--- config.mk ---
export PLATFORM = sky130hd
export DESIGN_NAME = cnn_conv_sequencer
export DESIGN_NICKNAME = d
export VERILOG_FILES = /design/src/rtl/cnn_conv_sequencer.sv
export SDC_FILE = /design/constraint.sdc
export NUM_CORES = 1
export LEC_CHECK = 0
export ABC_AREA = 0
export CELL_PAD_IN_SITES_DETAIL_PLACEMENT = 1
export CELL_PAD_IN_SITES_GLOBAL_PLACEMENT = 1
export CORE_ASPECT_RATIO = 2
export CORE_MARGIN = 2
export CORE_UTILIZATION = 37
export DETAILED_ROUTE_END_ITERATION = 6
export PLACE_DENSITY_LB_ADDON = 0.1
export SLEW_MARGIN = 20
export SYNTH_ARGS = -nofsm -noshare
export SYNTH_HDL_FRONTEND = slang
export SYNTH_SLANG_ARGS = --single-unit
--- constraint.sdc ---
create_clock -name clk -period 9.8 [get_ports clk]
set_input_delay 0.98 -clock clk [delete_from_list [all_inputs] [get_ports clk]]
set_output_delay 0.98 -clock clk [all_outputs]
set_load 0.05 [all_outputs]
--- src/rtl/cnn_conv_sequencer.sv ---
// Convolution pass sequencer: streams raster-order pixel addresses with KxK
// window flags, flushes the datapath pipeline, and keeps sticky run status.
module cnn_conv_sequencer #(
  parameter int MAX_W     = 64,
  parameter int MAX_K     = 7,
  parameter int ADDR_W    = 12,
  parameter int DRAIN_CYC = 4
) (
  input  logic              clk,
  input  logic              rst_n,
  input  logic [31:0]       cfg_control,
  input  logic [31:0]       cfg_width,
  input  logic [31:0]       cfg_ksize,
  output logic              pix_valid,
  input  logic              pix_ready,
  output logic [ADDR_W-1:0] pix_addr,
  output logic [7:0]        pix_row,
  output logic [7:0]        pix_col,
  output logic              win_valid,
  output logic              busy,
  output logic              done_pulse,
  output logic [31:0]       status
);

  localparam logic [1:0] ST_IDLE  = 2'd0;
  localparam logic [1:0] ST_RUN   = 2'd1;
  localparam logic [1:0] ST_DRAIN = 2'd2;

  localparam int DRAIN_W = $clog2(DRAIN_CYC + 1);

  logic [1:0]         state_q, state_d;
  logic               start_q;
  logic [7:0]         w_q, w_d;
  logic [7:0]         k_q, k_d;
  logic [7:0]         row_q, row_d;
  logic [7:0]         col_q, col_d;
  logic [ADDR_W-1:0]  addr_q, addr_d;
  logic [15:0]        out_count_q, out_count_d;
  logic [DRAIN_W-1:0] drain_q, drain_d;
  logic               done_q, done_d;
  logic               cfg_err_q, cfg_err_d;
  logic               aborted_q, aborted_d;
  logic               done_pulse_q, done_pulse_d;

  logic start_re;
  logic abort_req;
  logic cfg_legal;
  logic in_run;
  logic beat;
  logic col_last;
  logic row_last;
  logic unused_ctrl;

  assign start_re  = cfg_control[0] & ~start_q;
  assign abort_req = cfg_control[1];
  assign unused_ctrl = ^cfg_control[31:2];

  // Full-width compares so any stray upper bit makes the configuration illegal.
  assign cfg_legal = (cfg_width >= 32'd1) && (cfg_width <= 32'(MAX_W)) &&
                     (cfg_ksize >= 32'd1) && (cfg_ksize <= 32'(MAX_K)) &&
                     (cfg_ksize <= cfg_width);

  assign in_run   = (state_q == ST_RUN);
  assign beat     = in_run & pix_ready;
  assign col_last = (col_q == w_q - 8'd1);
  assign row_last = (row_q == w_q - 8'd1);

  assign pix_valid  = in_run;
  assign pix_addr   = addr_q;
  assign pix_row    = row_q;
  assign pix_col    = col_q;
  assign win_valid  = in_run && (row_q >= k_q - 8'd1) && (col_q >= k_q - 8'd1);
  assign busy       = (state_q != ST_IDLE);
  assign done_pulse = done_pulse_q;
  assign status     = {out_count_q, 12'd0, aborted_q, cfg_err_q, done_q, busy};

  always_comb begin
    // NOTE: every next-state signal starts from its register value so no path
    // through the case statement leaves a latch behind.
    state_d      = state_q;
    w_d          = w_q;
    k_d          = k_q;
    row_d        = row_q;
    col_d        = col_q;
    addr_d       = addr_q;
    out_count_d  = out_count_q;
    drain_d      = drain_q;
    done_d       = done_q;
    cfg_err_d    = cfg_err_q;
    aborted_d    = aborted_q;
    done_pulse_d = 1'b0;

    case (state_q)
      ST_IDLE: begin
        if (start_re) begin
          w_d         = cfg_width[7:0];
          k_d         = cfg_ksize[7:0];
          done_d      = 1'b0;
          aborted_d   = 1'b0;
          out_count_d = 16'd0;
          row_d       = 8'd0;
          col_d       = 8'd0;
          addr_d      = '0;
          if (cfg_legal) begin
            cfg_err_d = 1'b0;
            state_d   = ST_RUN;
          end else begin
            cfg_err_d = 1'b1;
          end
        end
      end

      ST_RUN: begin
        if (abort_req) begin
          state_d   = ST_IDLE;
          aborted_d = 1'b1;
          row_d     = 8'd0;
          col_d     = 8'd0;
          addr_d    = '0;
        end else if (beat) begin
          out_count_d = out_count_q + {15'd0, win_valid};
          if (col_last) begin
            col_d = 8'd0;
            if (row_last) begin
              state_d = ST_DRAIN;
              drain_d = DRAIN_W'(DRAIN_CYC);
              row_d   = 8'd0;
              addr_d  = '0;
            end else begin
              row_d  = row_q + 8'd1;
              addr_d = addr_q + 1'b1;
            end
          end else begin
            col_d  = col_q + 8'd1;
            addr_d = addr_q + 1'b1;
          end
        end
      end

      ST_DRAIN: begin
        if (abort_req) begin
          state_d   = ST_IDLE;
          aborted_d = 1'b1;
        end else if (drain_q == DRAIN_W'(1)) begin
          // Counter hits zero on the transition, so the pulse lands in IDLE.
          state_d      = ST_IDLE;
          drain_d      = '0;
          done_d       = 1'b1;
          done_pulse_d = 1'b1;
        end else begin
          drain_d = drain_q - 1'b1;
        end
      end

      default: state_d = ST_IDLE;
    endcase
  end

  always_ff @(posedge clk) begin
    // NOTE: sequential state uses <= so every register sees pre-edge values.
    if (!rst_n) begin
      state_q      <= ST_IDLE;
      start_q      <= 1'b0;
      w_q          <= 8'd0;
      k_q          <= 8'd0;
      row_q        <= 8'd0;
      col_q        <= 8'd0;
      addr_q       <= '0;
      out_count_q  <= 16'd0;
      drain_q      <= '0;
      done_q       <= 1'b0;
      cfg_err_q    <= 1'b0;
      aborted_q    <= 1'b0;
      done_pulse_q <= 1'b0;
    end else begin
      state_q      <= state_d;
      start_q      <= cfg_control[0];
      w_q          <= w_d;
      k_q          <= k_d;
      row_q        <= row_d;
      col_q        <= col_d;
      addr_q       <= addr_d;
      out_count_q  <= out_count_d;
      drain_q      <= drain_d;
      done_q       <= done_d;
      cfg_err_q    <= cfg_err_d;
      aborted_q    <= aborted_d;
      done_pulse_q <= done_pulse_d;
    end
  end

endmodule

==> results of run 1 <==
==> final cells by class <==
cell class                      instances  area (um^2)
Clock buffer                            9        225.2
Timing Repair Buffer                  122         1216
Fill cell                            1703         7064
Multi-Input combinational cell        499         3420
Tap cell                              189        236.5
Clock inverter                          6        63.81
Sequential cell                        70         1401
Inverter                               50        187.7
==> kinds of logic (layout without fill, tap and decap cells) <==
group	after synthesis	in the layout	synth area share
AOI/OAI and AO/OA	113	113	0.1530
xor gates and xnor gates	60	60	0.1067
and+or+nand+nor	255	255	0.2505
DFF	70	70	0.2703
other	1	12	0.0007232
adders and majority gates	55	55	0.1322
buffers and inverters	86	187	0.07891
muxes	4	4	0.007722
==> state kept, by name, summed over array words and instances, names as in the netlist, 2 cells and up <==
signal and flops:
state_q 2, pix_row 8, w_q 8, out_count_q 16, pix_addr 12, pix_col 8
k_q 8, drain_q 3
==> tightest hold or removal path: cells and delay by family (launching register included) <==
family / cells / cell delay (ns)
and+or+nand+nor: 1 / 0.05
muxes: 1 / 0.06
DFF: 1 / 0.31
==> synth_stat cells, types with 4 or more instances <==
cell	number
nand2_1	76
dfxtp_1	70
nor2_1	55
ha_1	54
inv_1	50
xor2_1	34
nand4_1	24
xnor2_1	24
a21boi_0	22
a21oi_1	22
o21ai_0	21
nor4_1	18
buf_4	16
nand3_1	16
clkbuf_1	14
nor3_1	10
a21o_1	9
and3_1	8
nand2b_1	8
nor2b_1	5
nor3b_1	5
or3_1	5
and2_1	4
mux2i_1	4
nand3b_1	4
o211ai_1	4
==> how the worst max path moves through the flow <==
stage | to | slack [ns] | startpoint
4_1_cts | win_valid | 5.22 | pix_col[0]$_SDFFE_PN0P_
6_report | win_valid | 5.24 | pix_col[0]$_SDFFE_PN0P_
5_1_grt | win_valid | 5.13 | pix_col[0]$_SDFFE_PN0P_
3_5_place_dp | win_valid | 5.58 | pix_col[0]$_SDFFE_PN0P_
2_1_floorplan | out_count_q[14]$_SDFFE_PN0P_ | 6.07 | pix_col[0]$_SDFFE_PN0P_
3_3_place_gp | win_valid | 5.61 | pix_col[0]$_SDFFE_PN0P_
==> metal layers <==
metal  vias to the layer above  part of all wire  GRT usage
met1                      2378              0.33     0.1845
li1                       2446                 -          -
met2                       139              0.59     0.4532
met3                        41             0.031    0.03023
met4                         0             0.054     0.1244
met5                         -                 0          0
==> power by group through the flow <==
stage | logic (W) | clock network, W | registers (W)
after global routing | 0.000165 | 0.000338 | 0.000297
after CTS | 0.000151 | 0.000326 | 0.000296
final | 0.000149 | 0.000317 | 0.000296
after floorplan | 0.0000957 | 0 | 0.000300
after global placement | 0.000142 | 0 | 0.000302
after detailed placement | 0.000150 | 0 | 0.000302
==> stage by stage <==
| stage | instances | setup WS (ns) | total power, W | utilization |
|---|---|---|---|---|
| detailed placement | 930 | 5.582 | 0.0004520 | 0.4674 |
| floorplan | 655 | 6.069 | 0.0003960 | - |
| global route | 945 | 5.128 | 0.0007997 | 0.4886 |
| finish | 945 | 5.238 | 0.0007621 | 0.4886 |
| CTS | 945 | 5.218 | 0.0007721 | 0.4884 |
| global placement | 930 | 5.606 | 0.0004436 | 0.4674 |
==> flow_metrics.py, run 1 <==
metrics = {
    "run_status": {
        "status": "complete, no violations",
    },
    "worst_setup_path": {
        "path_max_fanout": 7,
        "crit_type": "flop to output pin",
        "path_cells": "inv_1 -> ha_1 -> nand2b_1 -> a21o_1 -> a21o_1 -> a21o_1 -> a21o_1 -> maj3_1 -> o2111a_1 -> clkdlybuf4s50_1",
        "reg2reg_to": "out_count_q[12]$_SDFFE_PN0P_",
        "crit_family": "compound AO/OA/AOI/OAI gates",
        "path_buf_inv": 2,
        "critical_path_required_ns": 8.82,
        "reg2reg_slack_ns": 6.22,
        "crit_cells": 10,
        "crit_top_cell": "a21o_1",
        "cp_data_arrival_time_ns": 3.58,
        "start_kind": "flop",
        "rr_worst_depth": 16,
        "timing.rr.start": "pix_col[0]$_SDFFE_PN0P_",
        "critPathMaxStageDelay_ns": 0.74,
        "slowest_stage": "clkdlybuf4s50_1",
        "endpoint_kind": "output pin",
    },
    "drt": {
        "totalWireLength_um": 16070,
        "routedWlPerCell_um": 17.01,
        "num_vias": 5004,
        "first_pass_iters": 4,
        "drt_iter0_drc": 110,
        "via_per_inst": 5.295,
        "drc": 0,
        "detail-route-antenna-nets": 0,
    },
    "hold_path": {
        "min_path_cells": 2,
        "holdCritPathClass": "flop to flop",
        "min_to": "drain_q[1]$_SDFFE_PN0P_",
        "worstHoldStart": "drain_q[1]$_SDFFE_PN0P_",
    },
    "global_route": {
        "grt_pass1_vias": 5389,
        "grt_pass1_wl_um": 25540,
        "antenna_found_initial": 0,
        "grt_remaining_overflow": 0,
        "grt_max_degree": 40,
        "globalRouteTotalUtil": 0.2189,
    },
    "clocking": {
        "cts_tree": "done",
        "numClockSinks": 70,
        "post_cts_resized": 0,
        "cts.path.max_buffers": 2,
        "clk_pin_slew_worst_paths_ns": 0.06,
        "h-tree-depth": 3,
        "post_cts_buffers": 0,
        "clockRootBuffer": "clkbuf_16",
        "clk_latency_ns": 0.33,
        "cts_hold_buffers": 0,
        "numCtsBuffers": 9,
    },
    "sta": {
        "clock_skew_ns": 0.007133,
        "whs_ns": 0.4706,
        "fmax_mhz": 219.2,
        "relSlewSlack": 0.3330,
        "setup_viol": 0,
        "period_needed_ns": 4.562,
        "setup_tns_ns": 0,
        "post-route-period-util": 0.4655,
        "maxSlewViolCount": 0,
        "hold_viol": 0,
        "rsz0062_at_grt": "no",
        "tightest_slew_ns": 0.9913,
    },
    "die": {
        "die_h_um": 171.4,
        "coreArea_um2": 13810,
        "rows": 61,
        "dieArea_um2": 15030,
        "io_pins": 163,
        "die_x_um": 87.71,
        "start_util": 0.3753,
    },
    "synth": {
        "synthFlopType": "dfxtp_1",
        "yosysUniqueCellTypes": 65,
        "synth-seq-area-share": 0.2703,
        "synth.largest_area_cell": "dfxtp_1",
        "synth.top_cell.area_share": 0.2703,
        "synth-seq-cells": 70,
        "synth_edf_count": 0,
        "syn_area_per_cell_um2": 8.051,
        "ys_async_sr_fraction": 0,
        "synthCells": 644,
        "synth_warnings": 0,
        "ys_top_cells_by_area": "dfxtp_1 27%, ha_1 13%, xor2_1 5.7%",
        "synth_area_um2": 5185,
    },
    "cells_and_area": {
        "finalNetCount": 905,
        "final_common_cell": "clkdlybuf4s50_1",
        "area_delta_synth_final_pct": 30.19,
        "postLayoutCellArea_um2": 6750,
        "final_layout_size_suffix_gt1_frac": 0.04101,
        "num_antenna_cells": 0,
        "final_cell_mix": "120 x clkdlybuf4s50_1, 76 x nand2_1, 70 x dfxtp_1",
    },
    "power": {
        "p_leak_nw": 2.748,
        "powerDensity_nw_per_um2": 112.9,
        "p_sw_w": 0.0002113,
        "p_clk_frac": 0.417,
        "power_frac_comb": 0.195,
        "switching_share": 0.2773,
        "internal-power_w": 0.0005507,
        "p_seq_frac": 0.388,
        "irDropWorstVdd_v": 0.00005596,
    },
    "place": {
        "place.gp.congestion": 0.8162,
        "placed_area_um2": 6457,
        "io_buffers": 120,
        "dpl.hpwl_um": 13440,
    },
    "flow_run": {
        "maxCapViolCount": 0,
    },
}
Power figures use the tool's default switching activity.
==> run 2: changes to the inputs <==
--- a/config.mk
+++ b/config.mk
@@ -10,7 +10,7 @@
 export CELL_PAD_IN_SITES_GLOBAL_PLACEMENT = 1
 export CORE_ASPECT_RATIO = 2
 export CORE_MARGIN = 2
-export CORE_UTILIZATION = 37
+export CORE_UTILIZATION = 34
 export DETAILED_ROUTE_END_ITERATION = 6
 export PLACE_DENSITY_LB_ADDON = 0.1
 export SLEW_MARGIN = 20
==> constraint.sdc (replaced) <==
create_clock -name clk -period 4.4 [get_ports clk]
set_input_delay 0.44 -clock clk [delete_from_list [all_inputs] [get_ports clk]]
set_output_delay 0.44 -clock clk [all_outputs]
set_load 0.05 [all_outputs]
==> flow_metrics.py, run 2 (same netlist as run 1, synthesis figures left out) <==
metrics = {
    "run_status": {
        "status": "complete, no violations",
    },
    "sta": {
        "period_needed_ns": 3.895,
        "relSlewSlack": 0.3673,
        "fmax_mhz": 256.7,
        "clock_skew_ns": 0.005122,
        "setup_tns_ns": 0,
        "hold_viol": 0,
        "maxSlewViolCount": 0,
        "whs_ns": 0.4646,
        "tightest_slew_ns": 0.9455,
        "post-route-period-util": 0.8852,
        "setup_viol": 0,
        "rsz0062_at_grt": "no",
    },
    "place": {
        "dpl.hpwl_um": 13740,
        "place_inst": 939,
        "io_buffers": 120,
        "place.gp.congestion": 0.8584,
    },
    "power": {
        "power_frac_comb": 0.188,
        "p_clk_frac": 0.436,
        "irDropWorstVdd_v": 0.0001524,
        "p_seq_frac": 0.376,
        "internal-power_w": 0.001282,
        "powerDensity_nw_per_um2": 258.2,
        "p_sw_w": 0.0004723,
        "p_leak_nw": 2.780,
        "switching_share": 0.2692,
    },
    "cells_and_area": {
        "fill_cells": 1797,
        "num_antenna_cells": 0,
        "instances_no_fill": 954,
        "final_common_cell": "clkdlybuf4s50_1",
        "final_util": 0.4561,
        "regMostFlops": "out_count_q",
        "finalNetCount": 908,
        "final_cell_mix": "120 x clkdlybuf4s50_1, 76 x nand2_1, 70 x dfxtp_1",
        "largest_reg_flops": 16,
        "final_layout_size_suffix_gt1_frac": 0.04348,
        "area_delta_synth_final_pct": 31.06,
    },
    "clocking": {
        "cts.path.max_buffers": 2,
        "cts_hold_buffers": 0,
        "h-tree-depth": 3,
        "numCtsBuffers": 9,
        "cts_tree": "done",
        "numClockSinks": 70,
        "post_cts_buffers": 0,
        "clockRootBuffer": "clkbuf_16",
        "clk_pin_slew_worst_paths_ns": 0.06,
        "post_cts_resized": 0,
        "clk_latency_ns": 0.34,
    },
    "die": {
        "die_x_um": 91.32,
        "start_util": 0.3480,
        "die_h_um": 178.6,
        "coreArea_um2": 14900,
        "dieArea_um2": 16310,
        "io_pins": 163,
        "rows": 63,
    },
    "worst_setup_path": {
        "critical_path_required_ns": 3.96,
        "slowest_stage": "clkdlybuf4s50_1",
        "cp_data_arrival_time_ns": 3.45,
        "path_cells": "inv_1 -> ha_1 -> ha_1 -> a21o_1 -> a21o_1 -> a21o_1 -> a21o_1 -> maj3_1 -> o2111a_1 -> clkdlybuf4s50_1",
        "critPathMaxStageDelay_ns": 0.71,
        "crit_type": "flop to output pin",
        "start_kind": "flop",
        "crit_family": "adder cells",
        "reg2reg_slack_ns": 0.94,
        "path_buf_inv": 2,
        "path_max_fanout": 4,
        "endpoint_kind": "output pin",
        "crit_top_cell": "a21o_1",
    },
    "global_route": {
        "grt_pass1_wl_um": 26010,
        "grt_remaining_overflow": 0,
        "grt_pass1_vias": 5459,
        "globalRouteTotalUtil": 0.2032,
        "grt_max_degree": 40,
        "antenna_found_initial": 0,
    },
    "drt": {
        "wl_met1_um": 5341,
        "detail-route-antenna-nets": 0,
        "num_vias": 5012,
        "drt_iter0_drc": 89,
        "routedWlPerCell_um": 17.03,
        "drc": 0,
        "dr_wl_met3_um": 570,
        "totalWireLength_um": 16240,
        "via_per_inst": 5.254,
        "top_layer_used": "met4",
        "dr_wl_met2_um": 9405,
        "first_pass_iters": 4,
    },
    "hold_path": {
        "holdCritPathClass": "flop to flop",
    },
    "flow_run": {
        "maxCapViolCount": 0,
    },
}
-- run 2: worst reg2reg max path, cell delays in order, from the launching register on --
cell and delay [ns]:
dfxtp_1 0.36, inv_1 0.10, ha_1 0.34, ha_1 0.30, a21o_1 0.16, a21o_1 0.17
a21o_1 0.17, a21o_1 0.18, maj3_1 0.34, o2111a_1 0.28, ha_1 0.19, and2_1 0.18
nand3_1 0.11, nor2_1 0.11, nand4_1 0.12, xor2_1 0.15, nor2_1 0.06
-- run 2: cell type report --
cell class / count / area, um^2 / share of cell area
Multi-Input combinational cell: 499 / 3420 / 0.5032
Inverter: 50 / 187.7 / 0.02762
Clock buffer: 10 / 229.0 / 0.03370
Timing Repair Buffer: 125 / 1239 / 0.1823
Tap cell: 195 / 244.0 / 0.03590
Sequential cell: 70 / 1401 / 0.2062
Clock inverter: 5 / 75.07 / 0.01105
-- run 2: power groups by stage --
stage	Clock, W	Combinational (W)	Sequential, W
global placement	0	0.000318	0.000672
finish	0.000766	0.000329	0.000659
detailed placement	0	0.000331	0.000673
CTS	0.000782	0.000334	0.000659
floorplan	0	0.000213	0.000669
global route	0.000807	0.000366	0.000661
-- run 2: path summary, 6_finish.rpt --
path	startpoint	to	cells after the start
hold reg to reg	drain_q[1]$_SDFFE_PN0P_	drain_q[1]$_SDFFE_PN0P_	2
hold / removal	drain_q[1]$_SDFFE_PN0P_	drain_q[1]$_SDFFE_PN0P_	2
setup / recovery	k_q[0]$_SDFFE_PN0P_	win_valid	10
setup reg to reg	k_q[0]$_SDFFE_PN0P_	out_count_q[14]$_SDFFE_PN0P_	16
-- run 2: per-stage QoR --
step	cell area [um^2]	total power (W)	worst slack, ns
finish	6795	0.001754	0.5051
CTS	6795	0.001775	0.4833
global placement	6487	0.0009905	0.9000
global route	6795	0.001833	0.3626
floorplan	5226	0.0008819	0.6686
detailed placement	6491	0.001005	0.8638
-- run 2: metal layers --
layer  track usage  up-vias
met1        0.1675     2387
met4        0.1250        0
met5             0        -
li1              -     2452
met2        0.4296      136
met3       0.03042       37
==> run 3: changes to the inputs <==
--- a/config.mk
+++ b/config.mk
@@ -6,6 +6,7 @@
 export NUM_CORES = 1
 export LEC_CHECK = 0
 export ABC_AREA = 0
+export ABC_CLOCK_PERIOD_IN_PS = 4400
 export CELL_PAD_IN_SITES_DETAIL_PLACEMENT = 1
 export CELL_PAD_IN_SITES_GLOBAL_PLACEMENT = 1
 export CORE_ASPECT_RATIO = 2
@@ -13,6 +14,7 @@
 export CORE_UTILIZATION = 34
 export DETAILED_ROUTE_END_ITERATION = 6
 export PLACE_DENSITY_LB_ADDON = 0.1
+export RECOVER_POWER = 25
 export SLEW_MARGIN = 20
 export SYNTH_ARGS = -nofsm -noshare
 export SYNTH_HDL_FRONTEND = slang
==> flow_metrics.py, run 3 (same netlist as run 1, synthesis figures left out) <==
metrics = {
    "die": {
        "start_util": 0.3480,
        "rows": 63,
        "die_h_um": 178.6,
        "die_x_um": 91.32,
        "coreArea_um2": 14900,
        "dieArea_um2": 16310,
        "io_pins": 163,
    },
    "sta": {
        "fmax_mhz": 257.2,
        "tightest_slew_ns": 1.610,
        "layout_setup_ws_ns": 0.5120,
        "clock_skew_ns": 0.005331,
        "hold_viol": 0,
        "setup_tns_ns": 0,
        "maxSlewViolCount": 40,
        "rsz0062_at_grt": "no",
        "relSlewSlack": -0.07325,
        "post-route-period-util": 0.8836,
        "period_needed_ns": 3.888,
        "setup_viol": 0,
    },
    "drt": {
        "detail-route-antenna-nets": 0,
        "routedWlPerCell_um": 17.03,
        "first_pass_iters": 5,
        "via_per_inst": 5.259,
        "drc": 0,
        "num_vias": 5017,
        "drt_iter0_drc": 72,
        "totalWireLength_um": 16250,
    },
    "clocking": {
        "clk_pin_slew_worst_paths_ns": 0.06,
        "h-tree-depth": 3,
        "numCtsBuffers": 9,
        "numClockSinks": 70,
        "clk_latency_ns": 0.34,
        "cts.path.max_buffers": 2,
        "cts_hold_buffers": 0,
        "post_cts_buffers": 0,
        "cts_tree": "done",
        "post_cts_resized": 0,
        "clockRootBuffer": "clkbuf_16",
    },
    "global_route": {
        "grt_remaining_overflow": 0,
        "grt_max_degree": 40,
        "antenna_found_initial": 0,
        "globalRouteTotalUtil": 0.2032,
        "grt_pass1_vias": 5459,
        "grt_pass1_wl_um": 26010,
    },
    "cells_and_area": {
        "final_common_cell": "clkdlybuf4s50_1",
        "fill_cells": 1796,
        "postLayoutCellArea_um2": 6792,
        "final_cell_mix": "93 x clkdlybuf4s50_1, 76 x nand2_1, 70 x dfxtp_1",
        "num_antenna_cells": 0,
        "largest_reg_flops": 16,
        "finalNetCount": 908,
        "multi_input_area_um2": 3420,
        "regMostFlops": "out_count_q",
        "area_delta_synth_final_pct": 30.98,
        "final_layout_size_suffix_gt1_frac": 0.04216,
        "regArea_um2": 1401,
    },
    "worst_setup_path": {
        "crit_top_cell": "a21o_1",
        "cp_data_arrival_time_ns": 3.45,
        "slowest_stage": "clkdlybuf4s50_1",
        "critPathLaunch": "k_q[0]$_SDFFE_PN0P_",
        "timing.rr.start": "k_q[0]$_SDFFE_PN0P_",
        "crit_type": "flop to output pin",
        "path_cells": "inv_1 -> ha_1 -> ha_1 -> a21o_1 -> a21o_1 -> a21o_1 -> a21o_1 -> maj3_1 -> o2111a_1 -> clkdlybuf4s50_1",
        "crit_family": "adder cells",
        "path_max_fanout": 4,
        "critPathMaxStageDelay_ns": 0.71,
        "endpoint_kind": "output pin",
        "rr_worst_depth": 16,
        "start_kind": "flop",
        "crit_cells": 10,
        "reg2reg_slack_ns": 0.95,
        "path_buf_inv": 2,
        "critical_path_required_ns": 3.96,
    },
    "run_status": {
        "violations": "max-capacitance violations, max-slew violations",
        "status": "finished with violations",
    },
    "power": {
        "powerDensity_nw_per_um2": 258.5,
        "p_total_w": 0.001756,
        "irDropWorstVdd_v": 0.0001537,
        "p_leak_nw": 2.868,
    },
    "place": {
        "placed_area_um2": 6491,
        "place.gp.congestion": 0.8584,
        "dpl_worst_slack_ns": 0.8638,
        "dpl.hpwl_um": 13740,
        "io_buffers": 120,
    },
    "hold_path": {
        "holdCritPathClass": "flop to flop",
        "min_path_cells": 2,
        "worstHoldStart": "drain_q[1]$_SDFFE_PN0P_",
    },
    "flow_run": {
        "maxCapViolCount": 1,
    },
}
==> run 3: layout make-up <==
cell class | instances | area share
Inverter | 50 | 0.02763
Clock buffer | 10 | 0.03371
Multi-Input combinational cell | 499 | 0.5035
Tap cell | 195 | 0.03592
Sequential cell | 70 | 0.2063
Timing Repair Buffer | 125 | 0.1818
Clock inverter | 5 | 0.01105
==> run 3: report_power, final <==
group          switching, W  total [W]  internal (W)
combinational      0.000181   0.000329      0.000148
sequential        0.0000150   0.000659      0.000644
clock              0.000277   0.000767      0.000490
==> run 3: final timing paths <==
kind / to
worst max-delay path: win_valid
worst min-delay path: drain_q[1]$_SDFFE_PN0P_
worst max register to register: out_count_q[14]$_SDFFE_PN0P_
worst min register to register: drain_q[1]$_SDFFE_PN0P_
==> run 3: layer usage <==
metal | GRT usage | wire (um)
met5 | 0 | 0
met4 | 0.1250 | 922
met3 | 0.03042 | 589
met2 | 0.4296 | 9408
met1 | 0.1675 | 5330
==> run 3: per-stage QoR <==
| stage | hold WS (ns) | util | instances |
|---|---|---|---|
| floorplan | 0.4347 | - | 655 |
| global placement | 0.4462 | 0.4355 | 939 |
| detailed placement | 0.4568 | 0.4357 | 939 |
| CTS | 0.4679 | 0.4561 | 954 |
| global route | 0.4832 | 0.4559 | 954 |
| finish | 0.4646 | 0.4559 | 954 |
==> run 3: worst reg2reg max path, delay by kind of cell (launching register included) <==
family | cells | cell delay [ns]
AO/OA/AOI/OAI | 5 | 0.96
XOR/XNOR | 1 | 0.15
adder cells (fa/ha/maj) | 4 | 1.17
buffers and inverters | 1 | 0.10
flip-flops | 1 | 0.36
AND/OR/NAND/NOR | 5 | 0.58
